==> src/rtl/atomrvcore_ifu.sv <==
// rtl/atomrvcore_ifu.sv - instruction fetch unit: PC, credited imem requests, tagged instruction buffer, redirect flush
module atomrvcore_ifu #(
  parameter int                   DATAWIDTH  = 32,
  parameter logic [DATAWIDTH-1:0] RESET_PC   = '0,
  parameter int                   FIFO_DEPTH = 2
) (
  input  logic                 clk_i,
  input  logic                 rst_ni,
  output logic                 imem_req_o,
  output logic [DATAWIDTH-1:0] imem_addr_o,
  input  logic                 imem_gnt_i,
  input  logic                 imem_rvalid_i,
  input  logic [DATAWIDTH-1:0] imem_rdata_i,
  output logic [DATAWIDTH-1:0] instr_o,
  output logic [DATAWIDTH-1:0] instr_pc_o,
  output logic                 instr_valid_o,
  input  logic                 instr_ready_i,
  input  logic                 BE_i,
  input  logic                 UJE_i,
  input  logic                 JALRE_i,
  input  logic [DATAWIDTH-1:0] immed_i,
  input  logic [DATAWIDTH-1:0] operand_A_i,
  input  logic [DATAWIDTH-1:0] redirect_pc_i
);

  localparam int PW = $clog2(FIFO_DEPTH);
  localparam int CW = PW + 1;
  localparam logic [CW:0] DEPTH_C = (CW+1)'(FIFO_DEPTH);

  logic [DATAWIDTH-1:0] pc_q;
  logic [CW-1:0]        outstanding_q, discard_q, count_q, outstanding_nxt;
  logic [PW-1:0]        buf_wr_q, buf_rd_q, tag_wr_q, tag_rd_q;
  logic [DATAWIDTH-1:0] buf_instr [FIFO_DEPTH];
  logic [DATAWIDTH-1:0] buf_pc    [FIFO_DEPTH];
  logic [DATAWIDTH-1:0] tag_pc    [FIFO_DEPTH];

  logic                 redirect, fire_req, keep_rsp, pop;
  logic [DATAWIDTH-1:0] target;
  logic [CW:0]          inflight;

  always_comb begin
    redirect = BE_i | UJE_i | JALRE_i;
    if (JALRE_i)
      target = (operand_A_i + immed_i) & ~{{(DATAWIDTH-1){1'b0}}, 1'b1};
    else
      target = redirect_pc_i + (immed_i << 1);

    // Every issued request owns a buffer slot, so a granted word can always be stored.
    inflight   = {1'b0, outstanding_q} + {1'b0, count_q};
    imem_req_o = rst_ni & ~redirect & (inflight < DEPTH_C);
    fire_req   = imem_req_o & imem_gnt_i;
    keep_rsp   = imem_rvalid_i & (discard_q == '0) & ~redirect;

    instr_valid_o = (count_q != '0);
    pop           = instr_valid_o & instr_ready_i;
    instr_o       = instr_valid_o ? buf_instr[buf_rd_q] : '0;
    instr_pc_o    = instr_valid_o ? buf_pc[buf_rd_q]    : '0;
    imem_addr_o   = pc_q;

    outstanding_nxt = outstanding_q + CW'(fire_req) - CW'(imem_rvalid_i);
  end

  always_ff @(posedge clk_i or negedge rst_ni) begin
    if (!rst_ni) begin
      pc_q          <= RESET_PC;
      outstanding_q <= '0;
      discard_q     <= '0;
      count_q       <= '0;
      buf_wr_q      <= '0;
      buf_rd_q      <= '0;
      tag_wr_q      <= '0;
      tag_rd_q      <= '0;
    end else begin
      outstanding_q <= outstanding_nxt;
      if (redirect) begin
        // Everything still in flight is wrong-path; the tag queue is emptied so
        // those responses are dropped without touching it.
        pc_q      <= target;
        discard_q <= outstanding_nxt;
        count_q   <= '0;
        buf_wr_q  <= '0;
        buf_rd_q  <= '0;
        tag_rd_q  <= tag_wr_q;
      end else begin
        if (fire_req) begin
          pc_q     <= pc_q + DATAWIDTH'(4);
          tag_wr_q <= tag_wr_q + PW'(1);
        end
        if (imem_rvalid_i && discard_q != '0)
          discard_q <= discard_q - CW'(1);
        if (keep_rsp) begin
          buf_wr_q <= buf_wr_q + PW'(1);
          tag_rd_q <= tag_rd_q + PW'(1);
        end
        if (pop)
          buf_rd_q <= buf_rd_q + PW'(1);
        count_q <= count_q + CW'(keep_rsp) - CW'(pop);
      end
    end
  end

  always_ff @(posedge clk_i) begin
    if (fire_req)
      tag_pc[tag_wr_q] <= pc_q;
    if (keep_rsp) begin
      buf_instr[buf_wr_q] <= imem_rdata_i;
      buf_pc[buf_wr_q]    <= tag_pc[tag_rd_q];
    end
  end

  rvalid_has_owner: assert property (@(posedge clk_i) disable iff (!rst_ni)
    imem_rvalid_i |-> (outstanding_q != '0));

endmodule

==> config.mk <==
export PLATFORM = sky130hd
export DESIGN_NAME = atomrvcore_ifu
export DESIGN_NICKNAME = d
export VERILOG_FILES = /design/src/rtl/atomrvcore_ifu.sv
export SDC_FILE = /design/constraint.sdc
export NUM_CORES = 1
export LEC_CHECK = 0
export ABC_AREA = 1
export BUFFER_PORTS_ARGS = -buffer_cell sky130_fd_sc_hd__buf_2
export CAP_MARGIN = 0
export CORE_AREA = 2 2 220 135
export DETAILED_ROUTE_END_ITERATION = 10
export DIE_AREA = 0 0 222 137
export PLACE_DENSITY = 0.77
export SETUP_SLACK_MARGIN = 0.3
export SLEW_MARGIN = 20
export SYNTH_ARGS = -nofsm -noshare
export SYNTH_HDL_FRONTEND = slang
export SYNTH_SLANG_ARGS = --single-unit
==> constraint.sdc <==
create_clock -name clk_i -period 4.15 [get_ports clk_i]
set_clock_uncertainty 0.05 [all_clocks]
set_input_delay 0.6225 -clock clk_i [delete_from_list [all_inputs] [get_ports clk_i]]
set_output_delay 0.6225 -clock clk_i [all_outputs]
set_load 0.01 [all_outputs]
==> impl_summary.txt <==
----------------------------------------------------
[Status]
  Run status ... complete, no violations

[Worst setup path]
  CP Max Fanout ... 28
  Path type of the worst setup path ... flop to output pin
  Setup crit end kind ... output pin
  Ordered list of cells on the worst path ... nor2_4 > buf_4 > a21oi_1 > buf_2
  Type of origin of the critical path ... flop
  Worst-path cell with the longest stage delay ... sky130_fd_sc_hd__nor2_4
  Slack of the worst reg-to-reg path ... 1.31 ns
  Endpoint required time on the critical path ... 3.48 ns
  Arrival time of the worst setup path ... 2.26 ns
  Largest stage delay on the critical path ... 0.57 ns

[Route]
  Violation count after the first detailed-routing iteration ... 1751
  Average vias per placed instance ... 5.50
  Pre-Repair DR Iteration Count ... 6
  Number of vias in the routed layout ... 13700
  Wirelength, routed ... 45900 um
  Number of antenna-violating nets in the routed design ... 0
  Average detailed-routed wire length per instance ... 18.5 um
  Residual DRC count ... 0

[Power]
  Worst supply voltage drop on vdd ... 0.000231 V
  Int Power ... 4.41 mW
  Net switching power ... 1.97 mW
  Share of total power in sequential cells ... 0.453
  Net switching share of the total power ... 0.309
  LEAKAGE ... 8.33 nW
  Clock group share of total power ... 0.308
  Power per cell area ... 375 nW/um2
  Gate power share ... 0.239

[Placed design]
  Number of port buffers ... 233
  Weighted congestion reported at the end of routability-driven placement ... 1.12
  Post-detailed-placement cell area ... 16300 um2
  Total instance count after detailed placement ... 2447
  Final HPWL DP ... 35600 um

[Floorplan]
  Initial core utilization ... 0.514
  Number of placement rows ... 48
  Die outline height ... 137 um
  I/O pin total ... 234
  Die X-Extent ... 222 um
  Core footprint ... 28400 um2
  Area of the die ... 30400 um2

[Clock network]
  Hold_buf cts ... 0
  Post_cts resized ... 0
  TritonCTS clock tree ... built
  Maximum buffer depth of the clock tree ... 3
  Clock-pin transition on the worst setup and hold timing paths ... 0.07 ns
  Number of CTS-inserted buffers ... 21
  CTS sink cnt ... 234
  CTS HTree Levels ... 1
  Total setup buffers inserted after CTS ... 0
  Clock latency on the worst-skew pair ... 0.50 ns
  Clk Tree Root Cell ... sky130_fd_sc_hd__clkbuf_16

[Logic synthesis]
  Area share of the largest cell type after synthesis ... 0.394
  Number of enable-type register cells in the synthesized netlist ... 192
  Library cell with the highest instance count after synthesis ... sky130_fd_sc_hd__nand2_1
  Gate Count Post-Synth ... 1863
  Share of synthesized area occupied by flip-flops and latches ... 0.466
  Top cells by instance count after synthesis ... sky130_fd_sc_hd__nand2_1, sky130_fd_sc_hd__inv_1, sky130_fd_sc_hd__edfxtp_1
  Most used flip-flop cell after synthesis ... sky130_fd_sc_hd__edfxtp_1
  Library cell with the largest summed area after synthesis ... sky130_fd_sc_hd__edfxtp_1
  Ys async rst share ... 0.179
  Number of distinct library cells after synthesis ... 44
  Yosys synthesis warning count ... 0
  Syn_nets ... 2068
  Seq cells post-synth ... 234
  Leading cell types by total area after synthesis ... sky130_fd_sc_hd__edfxtp_1, sky130_fd_sc_hd__nand2_1, sky130_fd_sc_hd__dfrtp_1
  Netlist area before placement ... 14600 um2
  Average footprint of a synthesized cell ... 7.85 um2

[Finish]
  Signed area change from the synthesized netlist to the final layout ... 16.3%
  Antenna diode count ... 0
  Fraction of final layout cells sized beyond drive strength 1 ... 0.161
  Final Non-Filler Cells ... 2485
  Utilization of the core after routing ... 0.598
  Number of nets in the final layout ... 2300
  Area of all placed cells without fillers ... 17000 um2

[Global route]
  Initial antenna violation count ... 0
  Pin count of the biggest net entering global routing ... 67
  Sum of overflow across all layers after global routing ... 0
  Total GRT Usage ... 0.298
  Wire length of the first global-routing pass ... 69900 um
  Vias in the first global route ... 12400

[STA]
  Summed negative setup slack over all endpoints ... 0 ns
  Setup repair after global routing missed its margin ... no
  Achievable frequency ... 341 MHz
  Ratio of final minimum period to clock period ... 0.707
  Worst slew margin relative to its limit ... 0.393
  Min Clock Period, post-route ... 2.93 ns
  Number of pins exceeding their max-slew limit in the final report ... 0
  Number of hold-slack violations in the final timing report ... 0
  Total setup violations reported at the end of the flow ... 0
  Worst Max-Slew Pin Slew ... 0.903 ns
  Worst hold margin ... 0.266 ns

[Flow run]
  Max-cap violations ... 0

[Worst hold path]
  Path category of the worst min-delay check ... primary input to flop

----------------------------------------------------
-- per-stage QoR --
step / total power, mW / setup WS (ns)
finish: 6.38 / 1.22
global route: 6.65 / 1.08
CTS: 6.36 / 1.18
detailed placement: 4.41 / 1.22
global placement: 4.39 / 1.12
floorplan: 3.84 / -0.165
-- power by group through the flow --
| stage | Clock [mW] | Combinational [mW] | Sequential, mW |
|---|---|---|---|
| after floorplan | 0 | 0.943 | 2.90 |
| after global placement | 0 | 1.46 | 2.93 |
| after detailed placement | 0 | 1.48 | 2.93 |
| after CTS | 1.98 | 1.49 | 2.89 |
| after global routing | 2.08 | 1.67 | 2.91 |
| final | 1.96 | 1.53 | 2.89 |
-- flip-flops by register name (all words and copies together), names as in the netlist --
name / cells
buf_instr: 64
buf_pc: 64
buf_wr_q: 1
buf_rd_q: 1
tag_wr_q: 1
outstanding_q: 2
imem_addr_o: 32
count_q: 2
tag_rd_q: 1
discard_q: 2
tag_pc: 64
-- cell families after synthesis --
| family | after synthesis | share of synthesized area |
|---|---|---|
| and+or+nand+nor | 990 | 0.281 |
| buffers and inverters | 324 | 0.0838 |
| DFF | 234 | 0.466 |
| xor gates and xnor gates | 25 | 0.0150 |
| muxes | 32 | 0.0247 |
| AOI/OAI and AO/OA | 189 | 0.0688 |
| adders and majority gates | 69 | 0.0606 |
-- area by class of cell --
type	count	area, um2
Multi-Input combinational cell	1305	6600
Clock inverter	7	92.6
Tap cell	375	469
Inverter	283	1070
Clock buffer	31	603
Fill cell	2570	11400
Timing Repair Buffer	250	1340
Sequential cell	234	6820
-- metal layers --
| layer | track usage | wire length [um] |
|---|---|---|
| met1 | 0.463 | 21400 |
| met5 | 0.0226 | 90 |
| met3 | 0.0775 | 5420 |
| met2 | 0.412 | 18300 |
| met4 | 0.0559 | 801 |
-- path summary, 6_finish.rpt --
kind                                  from              end  cells after the start
max                             count_q[1]    instr_pc_o[8]                      4
min                        imem_rdata_i[0]  buf_instr[0][0]                      1
max reg2reg                     count_q[0]   imem_addr_o[7]                     13
min reg2reg                       tag_rd_q         tag_rd_q                      2
max in group asynchronous           rst_ni         buf_rd_q                      2
min in group asynchronous           rst_ni  imem_addr_o[10]                      2
-- critical path: cells and delay by family (launching register included) --
kind / cells / cell delay (ns)
buf+inv: 2 / 0.60
simple gates: 1 / 0.57
flops: 1 / 0.45
compound gates: 1 / 0.14
-- placed cells by master, fill, tap and decap left out, types with 5 or more instances in the layout --
master	instances
sky130_fd_sc_hd__xor2_1	15
sky130_fd_sc_hd__buf_4	13
sky130_fd_sc_hd__edfxtp_1	192
sky130_fd_sc_hd__mux2_2	32
sky130_fd_sc_hd__and2_1	5
sky130_fd_sc_hd__nor3_1	17
sky130_fd_sc_hd__nand2_1	651
sky130_fd_sc_hd__nand4_1	23
sky130_fd_sc_hd__nor2_4	5
sky130_fd_sc_hd__dfrtp_1	41
sky130_fd_sc_hd__nor2_2	7
sky130_fd_sc_hd__clkbuf_1	6
sky130_fd_sc_hd__o21ai_0	38
sky130_fd_sc_hd__xnor2_1	10
sky130_fd_sc_hd__o21bai_1	6
sky130_fd_sc_hd__nor2_1	116
sky130_fd_sc_hd__buf_2	233
sky130_fd_sc_hd__nand3b_1	11
sky130_fd_sc_hd__inv_1	277
sky130_fd_sc_hd__a21oi_1	124
sky130_fd_sc_hd__nand3_1	145
sky130_fd_sc_hd__clkbuf_16	21
sky130_fd_sc_hd__ha_1	66
Power figures use the tool's default switching activity.
